--- config.mk ---
export PLATFORM = sky130hd
export DESIGN_NAME = nibble_serial_add_seq
export DESIGN_NICKNAME = d
export VERILOG_FILES = /design/src/rtl/nibble_serial_add_seq.sv
export SDC_FILE = /design/constraint.sdc
export NUM_CORES = 1
export LEC_CHECK = 0
export BUFFER_PORTS_ARGS = -buffer_cell sky130_fd_sc_hd__buf_2
export CAP_MARGIN = 25
export CORE_ASPECT_RATIO = 0.9
export CORE_MARGIN = 8
export CORE_UTILIZATION = 51
export CTS_CLUSTER_DIAMETER = 30
export DETAILED_ROUTE_END_ITERATION = 10
export PLACE_DENSITY = 0.78
export SLEW_MARGIN = 20
export SYNTH_ARGS = -nofsm -noshare
export SYNTH_HDL_FRONTEND = slang
export SYNTH_SLANG_ARGS = --single-unit
--- constraint.sdc ---
create_clock -name clk -period 2.36 [get_ports clk]
set_clock_uncertainty 0.2 [all_clocks]
set_input_delay 0.236 -clock clk [delete_from_list [all_inputs] [get_ports clk]]
set_output_delay 0.236 -clock clk [all_outputs]
set_load 0.01 [all_outputs]
--- src/rtl/nibble_serial_add_seq.sv ---
// nibble_serial_add_seq: feeds wide operands nibble-by-nibble through an external 4-bit adder, LSB first.
// Define NIBBLE_SERIAL_OVF_EN to add the registered signed-overflow output ovf.
module nibble_serial_add_seq #(
    parameter int NIBBLES = 4
) (
    input  logic                 clk,
    input  logic                 rst_n,
    input  logic                 in_valid,
    output logic                 in_ready,
    input  logic [4*NIBBLES-1:0] in_a,
    input  logic [4*NIBBLES-1:0] in_b,
    input  logic                 in_cin,
    output logic [3:0]           add_a,
    output logic [3:0]           add_b,
    output logic                 add_cin,
    input  logic [3:0]           add_sum,
    input  logic                 add_cout,
    output logic                 out_valid,
    input  logic                 out_ready,
    output logic [4*NIBBLES-1:0] out_sum,
`ifdef NIBBLE_SERIAL_OVF_EN
    output logic                 ovf,
`endif
    output logic                 out_cout
);
    localparam int W = 4 * NIBBLES;
    localparam int IW = NIBBLES > 1 ? $clog2(NIBBLES) : 1;
    localparam logic [IW-1:0] LAST = IW'(NIBBLES - 1);
    typedef enum logic [1:0] {IDLE, RUN, DONE} state_t;
    state_t state, state_nx;
    logic [W-1:0] opa, opb;
    logic [IW-1:0] idx;
    logic [IW+1:0] base;
    logic carry, last;
    // carry is preloaded with in_cin on acceptance, so it doubles as the LSB carry-in
    always_comb begin
        base = {idx, 2'b00};
        last = idx == LAST;
        in_ready = state == IDLE;
        out_valid = state == DONE;
        add_a = state == RUN ? opa[base +: 4] : 4'd0;
        add_b = state == RUN ? opb[base +: 4] : 4'd0;
        add_cin = state == RUN ? carry : 1'b0;
        state_nx = state == IDLE ? (in_valid ? RUN : IDLE) :
                   state == RUN  ? (last ? DONE : RUN) :
                                   (out_ready ? IDLE : DONE);
    end
    always_ff @(posedge clk) begin
        if (!rst_n) begin
            state <= IDLE;
            opa <= '0;
            opb <= '0;
            idx <= '0;
            carry <= 1'b0;
            out_sum <= '0;
            out_cout <= 1'b0;
`ifdef NIBBLE_SERIAL_OVF_EN
            ovf <= 1'b0;
`endif
        end else begin
            state <= state_nx;
            if (state == IDLE && in_valid) begin
                opa <= in_a;
                opb <= in_b;
                carry <= in_cin;
                idx <= '0;
            end else if (state == RUN) begin
                out_sum[base +: 4] <= add_sum;
                carry <= add_cout;
                idx <= last ? idx : idx + 1'b1;
                if (last) begin
                    out_cout <= add_cout;
`ifdef NIBBLE_SERIAL_OVF_EN
                    ovf <= (opa[W-1] == opb[W-1]) && (add_sum[3] != opa[W-1]);
`endif
                end
            end
        end
    end
endmodule

==> impl_metrics.tcl <==
set metrics [dict create \
    row_count 24 \
    yosys_most_used_dff "dfxtp_1" \
    maxSlewHeadroom 0.617 \
    grt_pass1_wl_mm 10.1 \
    dieArea_um2 7340 \
    worstMarginPinSlew_ns 0.575 \
    route.detailed.drc 0 \
    r2r-start "idx[0]" \
    worst_slack_ns 0.196 \
    rrSetupSlack_ns 0.45 \
    start_util 0.519 \
    grt_use_total 0.177 \
    synth_top_area_frac 0.437 \
    max_freq_mhz 462 \
    cts_htree_levels 2 \
    syn_area_um2 2480 \
    layout.nets 410 \
    ys_types 30 \
    area_growth_pct 31.1 \
    final_cell_mix "nand2_1 (83), buf_2 (69), dfxtp_1 (54)" \
    layout-drive-gt1-share 0.300 \
    syn_nets 310 \
    hold_path_depth 3 \
    cts_tree "built" \
    dieWidth_um 89.4 \
    critPathRequiredTime_ns 1.92 \
    dr_total_vias 2165 \
    ys_ff_latch 54 \
    status "complete, no violations" \
    r2r-end "out_sum[0]" \
    critPathArrivalTime_ns 1.73 \
    ir_drop_v 0.000362 \
    startpoint_type "flop" \
    post-place-ws_ns 0.470 \
    fp.coreArea_um2 4770 \
    min_from "add_cout" \
    path_max_fanout 7 \
    slew_viol_final 0 \
    power_density_nw_per_um2 552 \
    diodes 0 \
    finish.utilization 0.680 \
    post_drt_wl_per_cell_um 14.5 \
    whs_ns 0.00700 \
    overflow 0 \
    drtIter0Drc 113 \
    holdPathEnd "out_cout" \
    gp_congestion 0.778 \
    grt_max_degree 36 \
    min_path_type "in2reg" \
    synth_edf_count 0 \
    drt-total-wl_mm 6.20 \
    crit_type "reg2out" \
    yosys_warnings 0 \
    io_pins 70 \
    postSynthAreaPerCell_um2 9.45 \
    grt_pass1_vias 2160 \
    r2r_cells 5 \
    period_share 0.917 \
    cts.sinks 54 \
    async_flop_share 0 \
    power.total_uw 1790 \
    synth_top_area_cell "dfxtp_1" \
    port-buffer-count 69 \
    period_needed_ns 2.16 \
    antenna_found_initial 0 \
    synth-seq-area-share 0.437 \
    postCtsSetupBuffers 0 \
    die_h_um 82.1 \
    netlist_instances 262 \
    cp-end-kind "output port" \
    fin_setup_tns_ns 0 \
    final_common_cell "nand2_1" \
    hold_violations 0 \
    clk_pin_slew_ns 0.09 \
    first_pass_iters 4 \
    p_leak_uw 0.00140 \
    setup_viol 0 \
    cap_violations 0 \
    dpl.hpwl_mm 4.14 \
    clockBufferDepth 2 \
    viasPerCell 5.06 \
    rsz0062_at_grt "no" \
    crit_path_start "idx[0]" \
    cts_root_buf "clkbuf_8" \
    cts_buffers 5 \
    postRouteAntennaNets 0 \
    clk_latency_ns 0.30 \
    synth_area_leaders "dfxtp_1 (44%), nand2_1 (13%), mux4_2 (7.3%)" \
]
==> where the power goes <==
group | switching (uW) | leakage (uW) | total, uW | internal, uW
clock network | 280 | 0.0000482 | 517 | 237
logic | 137 | 0.000908 | 291 | 154
registers | 29.5 | 0.000441 | 983 | 954
==> stage by stage <==
stage	instance area, um2	std cells
5_1_grt	3250	428
2_1_floorplan	2480	262
6_report	3250	428
3_5_place_dp	2820	387
4_1_cts	3250	428
3_3_place_gp	2820	387
==> synth_stat cells (5+ instances only) <==
cell       n
nand2_1   83
dfxtp_1   54
a21boi_1  20
o22ai_1   16
nor2b_1   11
buf_6     10
a21boi_2   9
mux4_2     8
ha_1       6
clkbuf_1   5
nor2_1     5
==> per-layer routing <==
metal / wire [um] / part of all wire / global-route usage / vias to the layer above
met4: 91 / 0.015 / 0.0614 / 0
met1: 2530 / 0.41 / 0.203 / 1003
li1: - / - / - / 1086
met2: 3130 / 0.51 / 0.319 / 67
met5: 0 / 0 / 0 / -
met3: 440 / 0.071 / 0.0366 / 9
==> cell families after synthesis <==
group	after synthesis	synth area share
simple gates	116	0.217
compound gates	54	0.168
flops	54	0.437
buf+inv	21	0.0637
mux	10	0.0808
fa+ha+maj	6	0.0303
xor+xnor	1	0.00354
==> flip-flops by register name (all words and copies together), names as in the netlist <==
name / count
state: 2
opa: 16
opb: 16
idx: 2
out_cout: 1
out_sum: 16
carry: 1
==> what timing repair did <==
action	in CTS	in global routing
hold buffers	33	0
endpoints found under the hold margin	33	0
gates resized for setup	0	0
==> worst max-delay path by stage <==
stage | endpoint | slack [ns] | cells past startpoint
finish | add_a[0] | 0.20 | 3
CTS | add_a[0] | 0.15 | 4
global placement | add_b[1] | 0.52 | 3
global route | add_a[1] | 0.09 | 3
detailed placement | out_sum[0] | 0.47 | 5
floorplan | add_a[1] | 0.67 | 3
==> layout make-up <==
| type | count | area [um2] |
|---|---|---|
| well taps | 65 | 81.3 |
| flip-flops and latches | 54 | 1080 |
| clock buffers | 7 | 86.3 |
| clock inverters | 1 | 5.00 |
| inverters | 3 | 11.3 |
| multi-input cells | 187 | 1240 |
| repair buffers | 111 | 743 |
| fillers | 374 | 1530 |
==> worst max-delay path, stage by stage (launching register included) <==
cell and delay, ns:
dfxtp_1 0.56, mux4_2 0.55, nor2b_1 0.15, buf_2 0.17
(Power assumes the default switching activity.)
